$ cat src/rtl/pipe_fetch_pc_pkg.sv
// pipe_fetch_pc_pkg: shared fetch-stage defaults, PC update-select encoding and alignment-mask helper
package pipe_fetch_pc_pkg;
  localparam logic [31:0] DEF_RESET_VEC = 32'h0000_0000;
  localparam logic [31:0] DEF_EXC_VEC = 32'h0000_0008;
  localparam int DEF_INC = 4;
  typedef enum logic [2:0] {SEL_HOLD, SEL_EXC, SEL_MIS, SEL_LIVE, SEL_PEND, SEL_SEQ} pc_sel_e;
  function automatic logic [31:0] align_mask(input int inc);
    return 32'(inc - 1);
  endfunction
endpackage

$ cat src/rtl/pipe_redir_hold.sv
// pipe_redir_hold: pending redirect register (in: clock resetn set clear target; out: pend pend_target), clear wins over set
module pipe_redir_hold #(
  parameter int WIDTH = 32
) (
  input  logic             clock,
  input  logic             resetn,
  input  logic             set,
  input  logic             clear,
  input  logic [WIDTH-1:0] target,
  output logic             pend,
  output logic [WIDTH-1:0] pend_target
);
  always_ff @(posedge clock) begin
    if (!resetn) begin
      pend <= 1'b0;
      pend_target <= '0;
    end else if (clear) begin
      pend <= 1'b0;
    end else if (set) begin
      pend <= 1'b1;
      pend_target <= target;
    end
  end
endmodule

$ cat src/rtl/pipe_fetch_pc.sv
// pipe_fetch_pc: fetch PC with startup hold, exception, misalign trap, pending redirect and stall (in: clock resetn wpcir redir_valid redir_target exc_valid exc_pc; out: pc pc_valid epc misalign)
module pipe_fetch_pc
  import pipe_fetch_pc_pkg::*;
#(
  parameter int               WIDTH     = 32,
  parameter logic [WIDTH-1:0] RESET_VEC = WIDTH'(DEF_RESET_VEC),
  parameter logic [WIDTH-1:0] EXC_VEC   = WIDTH'(DEF_EXC_VEC),
  parameter int               INC       = DEF_INC,
  parameter int               STARTUP   = 1
) (
  input  logic             clock,
  input  logic             resetn,
  input  logic             wpcir,
  input  logic             redir_valid,
  input  logic [WIDTH-1:0] redir_target,
  input  logic             exc_valid,
  input  logic [WIDTH-1:0] exc_pc,
  output logic [WIDTH-1:0] pc,
  output logic             pc_valid,
  output logic [WIDTH-1:0] epc,
  output logic             misalign
);
  localparam logic [WIDTH-1:0] AMASK = WIDTH'(align_mask(INC));
  logic [3:0] cnt;
  logic pend, mis, set, clear;
  logic [WIDTH-1:0] pend_target, pc_next, epc_next;
  pc_sel_e sel;
  assign mis = redir_valid && |(redir_target & AMASK);
  assign pc_valid = cnt == 4'd0;
  always_comb begin
    sel = cnt != 4'd0 ? SEL_HOLD : exc_valid ? SEL_EXC : mis ? SEL_MIS : redir_valid && wpcir ? SEL_LIVE : pend && wpcir ? SEL_PEND : wpcir ? SEL_SEQ : SEL_HOLD;
    pc_next = sel == SEL_EXC || sel == SEL_MIS ? EXC_VEC : sel == SEL_LIVE ? redir_target : sel == SEL_PEND ? pend_target : sel == SEL_SEQ ? pc + WIDTH'(INC) : pc;
    epc_next = sel == SEL_EXC ? exc_pc : sel == SEL_MIS ? redir_target : epc;
    set = sel == SEL_HOLD && cnt == 4'd0 && redir_valid;
    clear = sel inside {SEL_EXC, SEL_MIS, SEL_LIVE, SEL_PEND};
  end
  always_ff @(posedge clock) begin
    if (!resetn) begin
      pc <= RESET_VEC;
      epc <= '0;
      misalign <= 1'b0;
      cnt <= 4'(STARTUP);
    end else begin
      pc <= pc_next;
      epc <= epc_next;
      misalign <= sel == SEL_MIS;
      cnt <= cnt == 4'd0 ? 4'd0 : cnt - 4'd1;
    end
  end
  pipe_redir_hold #(.WIDTH(WIDTH)) u_hold (
    .clock(clock),
    .resetn(resetn),
    .set(set),
    .clear(clear),
    .target(redir_target),
    .pend(pend),
    .pend_target(pend_target)
  );
endmodule

$ cat config.mk
export PLATFORM = sky130hd
export DESIGN_NAME = pipe_fetch_pc
export DESIGN_NICKNAME = d
export VERILOG_FILES = /design/src/rtl/pipe_fetch_pc_pkg.sv /design/src/rtl/pipe_redir_hold.sv /design/src/rtl/pipe_fetch_pc.sv
export SDC_FILE = /design/constraint.sdc
export NUM_CORES = 1
export LEC_CHECK = 0
export CAP_MARGIN = 10
export CORE_ASPECT_RATIO = 1.2
export CORE_MARGIN = 10
export CORE_UTILIZATION = 51
export CTS_BUF_LIST = sky130_fd_sc_hd__clkbuf_8
export DETAILED_ROUTE_END_ITERATION = 10
export GPL_TIMING_DRIVEN = 0
export PLACE_DENSITY_LB_ADDON = 0.1
export SLEW_MARGIN = 30
export SYNTH_ARGS = -nofsm -noshare
export SYNTH_HDL_FRONTEND = slang
export SYNTH_HIERARCHICAL = 1
export SYNTH_SLANG_ARGS = --single-unit
$ cat constraint.sdc
create_clock -name clock -period 2.4 [get_ports clock]
set_input_delay 0.72 -clock clock [delete_from_list [all_inputs] [get_ports clock]]
set_output_delay 0.72 -clock clock [all_outputs]
set_load 0.03 [all_outputs]
==> impl_metrics.yaml, run 1 <==
status:
  outcome: "finished, violations left"
  violations: "negative setup slack"
drt:
  drt-wirelength-per-cell_um: 21.6
  dr.pass1.iters: 5
  drc: 0
  vias: 5633
  drtAntennaViolNets: 0
  finalWirelength_um: 19700
  drt-initial-drc-count: 494
  vias_per_cell: 6.20
worst_hold_path:
  hold_start: "u_hold/pend_target[19]"
  hold_depth: 2
  holdPathEnd: "u_hold/pend_target[19]"
  hold_class: "flip-flop to flip-flop"
cells_and_area:
  final_cells: 909
  area_growth_pct: 36.3
  drive_above_1_share: 0.115
  final_nets: 849
  antenna_cells: 0
  postLayoutCoreUtil: 0.711
grt:
  grt_usage: 0.254
  antenna_found_initial: 0
  grt_max_degree: 17
  grt_pass1_wl_um: 30200
  grt_pass1_vias: 5680
  overflow: 0
timing:
  timing.slew.headroom: 0.561
  timing.final.ws_setup_ns: -0.0427
  fin_skew_ns: 0.00743
  setup_violations: 1
  finalHoldViolCount: 0
  final.period_utilization: 1.02
  final_max_slew_viol_count: 0
  hold_ws_ns: 0.456
  tightestPinTransition_ns: 0.659
  rsz0062_at_grt: "true"
  period_needed_ns: 2.44
  timing.fmax_mhz: 409
floorplan:
  ioPinCount: 135
  rows: 40
  start_util: 0.521
  die_y_um: 131
  dieArea_um2: 14700
  core_region_area_um2: 10000
  die_w_um: 112
synth:
  synthArstFlopShare: 0
  synth-edff-count: 0
  synth.avg_cell_area_um2: 8.34
  synth_top_area_share: 0.391
  ys.flop_type: "dfxtp_1"
  ys_ff_latch: 102
  ys_types: 67
  seq_area_frac_synth: 0.391
  synth_area_leaders: "dfxtp_1 (39%), nand2_1 (7.3%), mux2i_1 (6.7%), o21ai_0 (5.0%), nor2_1 (3.2%)"
  syn_area_um2: 5220
  synth_cells: 626
  yosys.area.top_type: "dfxtp_1"
  ys_warn_count: 6
  syn_nets: 697
critical_path:
  worstReg2RegEnd: "pc[17]"
  r2r_slack_ns: 0.08
  ff2ff_path_depth: 11
  critPathBufInv: 5
  r2r-start: "cnt[0]"
  cp_data_arrival_time_ns: 1.72
  crit_chain: "inv_2, ha_4, or3b_4, clkinv_4, buf_12, clkbuf_16, buf_8"
  cp-start-kind: "flip-flop"
  crit_type: "flip-flop to output port"
  path_delay_family: "buffers and inverters"
  critPathMaxStageDelay_ns: 0.40
  cp_slowest_cell: "or3b_4"
  endpoint_kind: "output port"
  path_max_fanout: 4
  worstPathRequired_ns: 1.68
power_and_ir_drop:
  p_switching_w: 0.00126
  p_per_area_nw_per_um2: 585
  leakage_nw: 2.47
  finalPower_w: 0.00416
  p_int_w: 0.00291
  swShare: 0.302
  clockPowerShare: 0.317
  vdd_drop_max_uv: 356
  p_seq_frac: 0.444
  combPwrFrac: 0.240
clock_network:
  cts.sinks: 102
  cts_tree: "done"
  cts-buffers-inserted: 9
  holdBufCountCts: 0
  cts-root-buf: "clkbuf_8"
  clock_path_buffers: 2
  cts.htree.levels: 3
  path_clk_slew_ns: 0.10
  clk_latency_ns: 0.39
place:
  gp_routability_congestion: 0.910
  port_buffers: 134
  place_inst: 886
  hpwl_um: 14300
run:
  max-cap-violations: 0
[logic make-up (layout without fill, tap and decap cells)]
group,after synthesis,count (layout),synth area share
compound gates,185,185,0.235
xor+xnor,15,15,0.0252
buf+inv,62,219,0.0705
flops,102,102,0.391
mux,36,36,0.0693
fa+ha+maj,2,2,0.00479
simple gates,224,224,0.204
[layout make-up]
type / count / area, µm²
multi-input cells: 462 / 2860
well taps: 126 / 158
plain buffers: 48 / 333
clock buffers: 9 / 124
flip-flops and latches: 102 / 2040
fillers: 843 / 2900
inverters: 11 / 46.3
clock inverters: 7 / 115
repair buffers: 144 / 1430
[through the flow]
step	setup WS, ns	instance area, µm²	TNS, ns
CTS	-0.0884	7050	-0.0884
global route	-0.0687	7110	-0.0867
floorplan	0.0496	5220	0
global placement	-0.738	6720	-45.84
finish	-0.0427	7110	-0.0427
detailed placement	-0.809	6720	-49.58
[worst register-to-register path, stage by stage, from the launching register on]
cell and delay, ns:
dfxtp_2 0.34, inv_2 0.07, ha_4 0.13, or3b_4 0.40, clkinv_4 0.07, buf_12 0.10, buf_4 0.15, buf_12 0.11
nand4_2 0.35, o21ai_0 0.20, a21oi_1 0.06, o221a_2 0.25
[power groups by stage]
stage	combinational, W	sequential [W]	clock (W)
after CTS	0.000962	0.00184	0.00131
after floorplan	0.000335	0.00203	0
after global placement	0.000904	0.00188	0
after global routing	0.00106	0.00186	0.00136
final	0.000998	0.00185	0.00132
after detailed placement	0.000921	0.00188	0
[registers in the layout, summed over array words and instances, names as in the netlist, named ones only]
register	cells
epc	32
u_hold/pend_target	32
pc	30
cnt	4
misalign	1
u_hold/pend	1
[synth_stat cells (4+ instances only)]
cell / count
dfxtp_1: 102
a311oi_1: 15
nand2_1: 102
and3_1: 4
nor4_1: 4
buf_2: 15
nand3_1: 17
o22ai_1: 25
inv_1: 10
and4_1: 7
xor2_1: 6
mux2i_1: 35
nor3_1: 17
clkbuf_1: 22
a31oi_1: 6
buf_4: 6
a22oi_1: 12
a211oi_1: 6
a21oi_1: 32
xnor2_1: 9
a211o_1: 4
buf_12: 4
nand4_1: 7
o31a_1: 4
o21ai_0: 52
nor2_1: 44
[placed cells by master, fill, tap and decap left out, types with 4 or more instances in the layout]
cell type        instances
a211o_1                  4
a211oi_1                 6
a21oi_1                 32
a22oi_1                 12
a311oi_1                15
a31oi_1                  6
and4_1                   7
buf_12                   5
buf_2                   15
buf_4                   15
clkbuf_1                14
clkbuf_2                 5
clkbuf_8                 9
clkdlybuf4s50_1        128
dfxtp_1                100
dlygate4sd2_1            4
inv_1                   10
mux2i_1                 35
nand2_1                102
nand3_1                 16
nand4_1                  7
nor2_1                  42
nor2_4                   4
nor3_1                  17
nor4_1                   4
o21ai_0                 51
o22ai_1                 25
o31a_1                   4
xnor2_1                  9
xor2_1                   6
[routing by layer]
layer	global-route usage	part of all wire
met5	0	0
met3	0.0584	0.089
met4	0.118	0.031
met1	0.290	0.39
met2	0.441	0.49
[what timing repair did]
action	4_1_cts	5_1_grt
pin swaps	2	1
gates cloned	0	0
setup endpoints to repair	57	63
endpoints found under the hold margin	0	0
buffers inserted	7	3
resized for setup	30	15
[worst max-delay path by stage]
stage / from / to / slack, ns / depth (start not counted)
floorplan: cnt[0] / pc_valid / 0.05 / 7
global placement: exc_valid / u_hold/pend_target[18] / -0.74 / 10
detailed placement: exc_valid / u_hold/pend_target[29] / -0.81 / 10
CTS: cnt[1] / pc_valid / -0.09 / 7
global route: cnt[0] / pc_valid / -0.07 / 7
finish: cnt[0] / pc_valid / -0.04 / 7
Power figures use the tool's default switching activity.
==> run 2, diff against run 1 <==
--- a/config.mk
+++ b/config.mk
@@ -11,9 +11,9 @@
 export CORE_UTILIZATION = 51
 export CTS_BUF_LIST = sky130_fd_sc_hd__clkbuf_8
 export DETAILED_ROUTE_END_ITERATION = 10
-export GPL_TIMING_DRIVEN = 0
 export PLACE_DENSITY_LB_ADDON = 0.1
-export SLEW_MARGIN = 30
+export SKIP_CTS_REPAIR_TIMING = 1
+export SLEW_MARGIN = 20
 export SYNTH_ARGS = -nofsm -noshare
 export SYNTH_HDL_FRONTEND = slang
 export SYNTH_HIERARCHICAL = 1
==> run 2 against run 1 <==
The flow now finishes without violations. Routed wire length down 9.6%. Critical path depth down 2. Power down 1.0%. Worst setup slack improved by 0.091 ns. Count of clock-buffer cells in the layout is 1 higher. Largest power group unchanged. Highest routed layer unchanged.
==> impl_metrics.yaml, run 2 (same netlist as run 1, synthesis figures left out) <==
status:
  outcome: "completed"
clock_network:
  clock_path_buffers: 2
  cts-root-buf: "clkbuf_8"
  cts.htree.levels: 3
  clk_latency_ns: 0.38
  cts-buffers-inserted: 9
  path_clk_slew_ns: 0.09
  cts.sinks: 102
  cts_tree: "done"
floorplan:
  core_region_area_um2: 10000
  start_util: 0.521
  die_w_um: 112
  rows: 40
  dieArea_um2: 14700
  die_y_um: 131
  ioPinCount: 135
cells_and_area:
  layout_common_cells: "clkdlybuf4s50_1 (132), nand2_1 (102), dfxtp_1 (102)"
  multi_input_area_um2: 2820
  antenna_cells: 0
  reg_top3: "epc (32), u_hold/pend_target (32), pc (30)"
  register_area_um2: 2040
  fillerInstances: 836
  area_growth_pct: 37.5
  final_nets: 854
  final_common_cell: "clkdlybuf4s50_1"
  drive_above_1_share: 0.128
  final_cells: 913
place:
  hpwl_um: 13000
  port_buffers: 134
  pre_cts_ws_ns: -0.228
  gp_routability_congestion: 0.919
  place_inst: 893
drt:
  drt-initial-drc-count: 381
  drtAntennaViolNets: 0
  drc: 0
  drt-wirelength-per-cell_um: 19.5
  vias_per_cell: 5.97
  vias: 5449
  dr.pass1.iters: 5
  finalWirelength_um: 17800
power_and_ir_drop:
  vdd_drop_max_uv: 316
  p_switching_w: 0.00120
  clockPowerShare: 0.320
  p_per_area_nw_per_um2: 574
  swShare: 0.292
  p_seq_frac: 0.448
  leakage_nw: 2.53
  combPwrFrac: 0.233
  p_int_w: 0.00292
  finalPower_w: 0.00412
timing:
  setup_violations: 0
  finalSetupTns_ns: 0
  finalHoldViolCount: 0
  fin_skew_ns: 0.0169
  timing.final.ws_setup_ns: 0.0485
  timing.fmax_mhz: 425
  final_max_slew_viol_count: 0
  period_needed_ns: 2.35
  tightestPinTransition_ns: 0.500
  timing.slew.headroom: 0.666
  final.period_utilization: 0.980
critical_path:
  endpoint_kind: "output port"
  ff2ff_path_depth: 9
  cp_data_arrival_time_ns: 1.63
  r2r_slack_ns: 0.12
  path_max_fanout: 10
  r2r-start: "cnt[0]"
  crit_type: "flip-flop to output port"
  worstReg2RegEnd: "pc[18]"
  cp-start-kind: "flip-flop"
  worstPathRequired_ns: 1.68
worst_hold_path:
  hold_depth: 2
  hold_class: "flip-flop to flip-flop"
  hold_start: "u_hold/pend_target[25]"
  holdPathEnd: "u_hold/pend_target[25]"
run:
  max-cap-violations: 0
grt:
  antenna_found_initial: 0
  grt_pass1_vias: 5443
  grt_max_degree: 88
  overflow: 0
  grt_usage: 0.231
  grt_pass1_wl_um: 28100
## run 2: cell types whose count changed in the layout (fill, tap and decap cells not counted), sizes merged
cell and change:
buf +26, clkbuf -20, clkdlybuf4s50 +4, dlygate4sd2 -4, dlymetal6s2s -1, inv -1
## run 2: worst max-delay path by stage
stage | to | startpoint | slack, ns | depth (start not counted)
after floorplan | pc_valid | cnt[0] | 0.05 | 7
after global placement | pc[18] | redir_target[0] | -0.20 | 8
after detailed placement | u_hold/pend_target[13] | exc_valid | -0.23 | 8
after CTS | pc_valid | cnt[0] | -0.19 | 5
after global routing | pc_valid | cnt[0] | -0.002 | 5
final | pc_valid | cnt[0] | 0.05 | 5
## run 2: stage by stage
| stage | area (µm²) | util | hold slack [ns] |
|---|---|---|---|
| floorplan | 5220 | - | 0.430 |
| global placement | 6890 | 0.688 | 0.439 |
| detailed placement | 6890 | 0.688 | 0.447 |
| CTS | 7130 | 0.712 | 0.466 |
| global route | 7180 | 0.717 | 0.476 |
| finish | 7180 | 0.717 | 0.467 |
## run 2: critical path: stages (launching register included)
cell,delay (ns)
dfxtp_1,0.33
inv_1,0.07
ha_2,0.20
or3b_4,0.44
clkinv_8,0.09
buf_6,0.13
## run 2: power by group through the flow
stage          clock network, W  logic [W]  registers, W
2_1_floorplan                 0   0.000335       0.00203
3_3_place_gp                  0   0.000904       0.00187
3_5_place_dp                  0   0.000916       0.00188
4_1_cts                 0.00132   0.000922       0.00184
5_1_grt                 0.00139    0.00102       0.00185
6_report                0.00132   0.000958       0.00184
## run 2: final cells by class
class                           count  area share
Tap cell                          126      0.0220
Clock buffer                       10      0.0192
Inverter                           11     0.00750
Sequential cell                   102       0.284
Clock inverter                      5      0.0138
Timing Repair inverter              1    0.000697
Multi-Input combinational cell    462       0.393
Timing Repair Buffer              196       0.260
## run 2: per-layer routing
| metal | vias up | track usage | share of wire |
|---|---|---|---|
| met4 | 0 | 0.0897 | 0.020 |
| met3 | 31 | 0.0565 | 0.080 |
| met1 | 2567 | 0.275 | 0.42 |
| li1 | 2596 | - | - |
| met2 | 255 | 0.396 | 0.48 |
| met5 | - | 0 | 0 |
==> run 3, diff against run 2 <==
--- a/config.mk
+++ b/config.mk
@@ -12,7 +12,6 @@
 export CTS_BUF_LIST = sky130_fd_sc_hd__clkbuf_8
 export DETAILED_ROUTE_END_ITERATION = 10
 export PLACE_DENSITY_LB_ADDON = 0.1
-export SKIP_CTS_REPAIR_TIMING = 1
 export SLEW_MARGIN = 20
 export SYNTH_ARGS = -nofsm -noshare
 export SYNTH_HDL_FRONTEND = slang
==> run 3 against run 2 <==
Clock skew about the same. Design area grew 1.1%. Routed wire length up 2.8%. Count of clock-buffer cells in the layout did not move. Power rose by 0.36%. Sequential power about the same. Fmax rose by 0.36%. Largest power group unchanged. Clock power hardly changed. Worst setup slack better by 0.0084 ns. Register-to-register slack got worse by 0.03 ns. Combinational power is 0.9% higher. Cell count increased by 0.33%. Critical endpoint is now pc[4].
==> impl_metrics.yaml, run 3 (same netlist as run 1, synthesis figures left out) <==
place:
  port_buffers: 134
  gp_routability_congestion: 0.919
  place_inst: 893
  hpwl_um: 13000
critical_path:
  worstPathRequired_ns: 1.68
  endpoint_kind: "output port"
  cp-start-kind: "flip-flop"
  cp_data_arrival_time_ns: 1.62
  cp_slowest_cell: "clkdlybuf4s50_1"
  crit_chain: "clkdlybuf4s50_1"
  path_max_fanout: 8
  path_delay_family: "buffers and inverters"
  critPathBufInv: 1
  critPathMaxStageDelay_ns: 0.77
  crit_type: "flip-flop to output port"
cells_and_area:
  antenna_cells: 0
  final_common_cell: "clkdlybuf4s50_1"
  final_cells: 916
  register_area_um2: 2040
  multi_input_area_um2: 2830
  fillerInstances: 821
  final_nets: 857
  layout_common_cells: "clkdlybuf4s50_1 (132), nand2_1 (102), dfxtp_1 (101)"
  postLayoutCoreUtil: 0.725
  area_growth_pct: 39.0
  reg_top3: "epc (32), u_hold/pend_target (32), pc (30)"
  drive_above_1_share: 0.138
drt:
  vias: 5484
  drtAntennaViolNets: 0
  drc: 0
  dr.pass1.iters: 5
  finalWirelength_um: 18300
  drt-initial-drc-count: 347
  vias_per_cell: 5.99
  drt-wirelength-per-cell_um: 19.9
clock_network:
  cts_tree: "done"
  cts-root-buf: "clkbuf_8"
  cts.sinks: 102
  path_clk_slew_ns: 0.09
  clock_path_buffers: 2
  cts.htree.levels: 3
  clk_latency_ns: 0.39
  cts-buffers-inserted: 9
grt:
  overflow: 0
  grt_usage: 0.237
  grt_pass1_vias: 5465
  antenna_found_initial: 0
  grt_pass1_wl_um: 28600
  grt_max_degree: 88
floorplan:
  rows: 40
  core_region_area_um2: 10000
  die_y_um: 131
  dieArea_um2: 14700
  die_w_um: 112
  ioPinCount: 135
  start_util: 0.521
timing:
  timing.fmax_mhz: 427
  period_needed_ns: 2.34
  fin_skew_ns: 0.0169
  tightestPinTransition_ns: 0.508
  timing.slew.headroom: 0.661
  final.period_utilization: 0.976
  final_max_slew_viol_count: 0
  setup_violations: 0
  finalHoldViolCount: 0
status:
  outcome: "completed"
power_and_ir_drop:
  vdd_drop_max_uv: 348
  leakage_nw: 2.56
  p_per_area_nw_per_um2: 570
run:
  max-cap-violations: 0
worst_hold_path:
  hold_class: "flip-flop to flip-flop"
run 3: final timing paths:
path                                       startpoint                     to  slack, ns  cells after the start
worst max-delay path                            pc[4]                  pc[4]       0.06                      1
worst min-delay path            u_hold/pend_target[6]  u_hold/pend_target[6]       0.47                      2
worst min register to register  u_hold/pend_target[6]  u_hold/pend_target[6]       0.47                      2
worst max register to register                 cnt[0]  u_hold/pend_target[6]       0.09                     12
run 3: per-layer routing:
metal  GRT usage  vias up  share of wire
li1            -     2604              -
met1       0.286     2596           0.43
met5           0        -              0
met4      0.0949        0          0.024
met2       0.398      247           0.47
met3      0.0593       37          0.078
run 3: what timing repair did:
action                                  CTS  global route
hold buffers                              0             0
endpoints found under the setup margin    1            24
gates cloned                              1             2
buffers inserted                          5             1
resized for setup                         2             8
run 3: area by class of cell:
| cell class | count | share of cell area |
|---|---|---|
| clock buffers | 10 | 0.0190 |
| clock inverters | 5 | 0.0136 |
| inverters | 11 | 0.00673 |
| multi-input cells | 462 | 0.390 |
| flip-flops and latches | 102 | 0.282 |
| well taps | 126 | 0.0217 |
| repair buffers | 199 | 0.267 |
| repair inverters | 1 | 0.000517 |
run 3: power by group:
part | switching [W] | internal, W | total, W
Combinational | 0.000544 | 0.000423 | 0.000967
Sequential | 0.0000603 | 0.00178 | 0.00184
Clock | 0.000611 | 0.000711 | 0.00132
run 3: per-stage QoR:
stage	power, W	hold slack [ns]	TNS, ns	worst slack (ns)	area [µm²]
global route	0.00427	0.475	-0.00380	-0.00365	7250
detailed placement	0.00280	0.447	-9.40	-0.228	6890
finish	0.00413	0.465	0	0.0569	7250
global placement	0.00278	0.439	-4.94	-0.198	6890
floorplan	0.00237	0.430	0	0.0496	5220
CTS	0.00413	0.466	0	0.00932	7170
==> RTL edit, RTL diff (config.mk and constraints of run 3) <==
Make the reset (`resetn`) asynchronous in 2 clocked blocks.
--- a/src/rtl/pipe_redir_hold.sv
+++ b/src/rtl/pipe_redir_hold.sv
@@ -10,7 +10,7 @@
   output logic             pend,
   output logic [WIDTH-1:0] pend_target
 );
-  always_ff @(posedge clock) begin
+  always_ff @(posedge clock or negedge resetn) begin
     if (!resetn) begin
       pend <= 1'b0;
       pend_target <= '0;
--- a/src/rtl/pipe_fetch_pc.sv
+++ b/src/rtl/pipe_fetch_pc.sv
@@ -34,7 +34,7 @@
     set = sel == SEL_HOLD && cnt == 4'd0 && redir_valid;
     clear = sel inside {SEL_EXC, SEL_MIS, SEL_LIVE, SEL_PEND};
   end
-  always_ff @(posedge clock) begin
+  always_ff @(posedge clock or negedge resetn) begin
     if (!resetn) begin
       pc <= RESET_VEC;
       epc <= '0;
Behaviour: differs if resetn is asserted again (counterexample within 4 cycles, from zero or initial values and one cycle with resetn low); with resetn held inactive, the same outputs for 10 cycles.
==> RTL edit against run 3 <==
Sequential cell count stayed put; wire length is 2.6% higher; synthesized area is 7.2% higher; clock power is 9.8% lower; total power is 0.81% higher; design area is 7.9% higher; worst setup slack worse by 0.031 ns; critical path type unchanged; largest cell class unchanged; largest power group unchanged.
==> RTL edit: results (changes against run 3) <==
metric;value;unit;change
reg2reg_slack;0.05;ns;-0.04 ns
layout-drive-gt1-share;0.213;;+0.0751
gp_congestion;0.962;;+4.7%
grt_use_met1;0.316;;+0.0295
place_hpwl;14.3;mm;+9.9%
reg2reg_depth;9;;-3
synth_fp_nets;640;;-8.2%
r2r_end;u_hold/pend_target[11];;
route.final.wire_length;18.8;mm;+2.6%
start_kind;flip-flop;;
slowest_stage;or4_4;;
placed_area;7500;um2;+8.9%
met1_length;7.79;mm;-0.47%
peakVddDrop;0.405;mV;+16%
arrival;1.65;ns;+0.03 ns
crit_fanout;5;;-3
cts.clk_slew.worst_paths;0.11;ns;+0.02 ns
grt_util_met2;0.391;;-0.00718
hp-class;input port to asynchronous set/reset pin;;
wl_met3;1.38;mm;-2.7%
synth_common_cells;dfrtp_1 (101), nand2_1 (72), nor2_1 (55);;
firstDrtPassIters;5;;unchanged
first_global_vias;5455;;-0.18%
grt_max_degree;38;;-57%
top_regs;epc x32, pc x32, u_hold/pend_target x32;;
ys_top_cells_by_area;dfrtp_1 (45%), mux2_4 (8.1%), nand2_1 (4.8%);;
power.leakage;3.58;nW;+40%
cts_inserted_buffers;9;;unchanged
synth-async-reset-ratio;1.00;;+1.00
status;finished clean;;
nets;830;;-3.2%
seq_area_frac_synth;0.457;;+0.0653
finClkSkew;0.00727;ns;-0.00964 ns
crit_family;simple AND/OR/NAND/NOR gates;;
yosysUniqueCellTypes;69;;+3.0%
grt_pass1_wl;30.2;mm;+5.3%
grt_usage;0.246;;+0.00810
syn_area_per_cell;9.81;um2;+18%
place_worst_setup_slack;-0.339;ns;-0.111 ns
antenna_cells;0;;unchanged
fin_hold_ws;0.305;ns;-0.160 ns
worstReg2RegStart;cnt[2];;
instances_no_fill;894;;-2.4%
tightest_slew;0.576;ns;+0.0677 ns
fill_cells;790;;-3.8%
critical-path-max-stage-delay;0.55;ns;-0.22 ns
drt_iter0_drc;405;;+17%
placed_cells;870;;-2.6%
vias;5319;;-3.0%
wl_met2;9.08;mm;+5.9%
RTL edit: changes by cell type after synthesis, sizes merged, moves of 16 or more:
| cell | change |
|---|---|
| dfxtp | -102 |
| dfrtp | +101 |
| mux2i | -21 |
| mux2 | +32 |
| nand2 | -30 |
| o21ai | -16 |
| o22ai | -19 |
| a311oi | -16 |
RTL edit: final cells by class:
class | count | area [um2] | area share
multi-input cells | 417 | 2780 | 0.355
repair buffers | 217 | 2070 | 0.264
well taps | 129 | 161 | 0.0206
flip-flops and latches | 102 | 2550 | 0.326
clock buffers | 9 | 124 | 0.0158
inverters | 13 | 51.3 | 0.00655
clock inverters | 7 | 88.8 | 0.0113
RTL edit: worst max path at each step:
| stage | endpoint | slack [ns] | cells past startpoint |
|---|---|---|---|
| after floorplan | u_hold/pend_target[0] | 0.001 | 10 |
| after global placement | pc[2] | -0.28 | 8 |
| after detailed placement | pc[2] | -0.34 | 8 |
| after CTS | pc[10] | 0.009 | 2 |
| after global routing | pc_valid | -0.03 | 4 |
| final | pc_valid | 0.03 | 4 |
RTL edit: where the power goes:
part,switching (mW),internal (mW)
logic,0.492,0.491
registers,0.120,1.87
clock network,0.682,0.510
RTL edit: cells by family (layout without fill, tap and decap cells):
family                   after synthesis  count (layout)  share of synthesized area
buffers and inverters                 51             246                     0.0510
AND/OR/NAND/NOR                      208             208                      0.181
XOR/XNOR                              11              11                     0.0172
adder cells (fa/ha/maj)                1               1                    0.00224
multiplexers                          47              47                      0.112
flip-flops                           102             102                      0.457
AO/OA/AOI/OAI                        150             150                      0.181
RTL edit: repair_timing:
item                       in CTS  in global routing
hold buffers                    0                  0
resized for setup               5                 14
setup endpoints to repair       1                 24
setup buffers                   3                  5
pin swaps                       0                  2
cloned                          0                  0
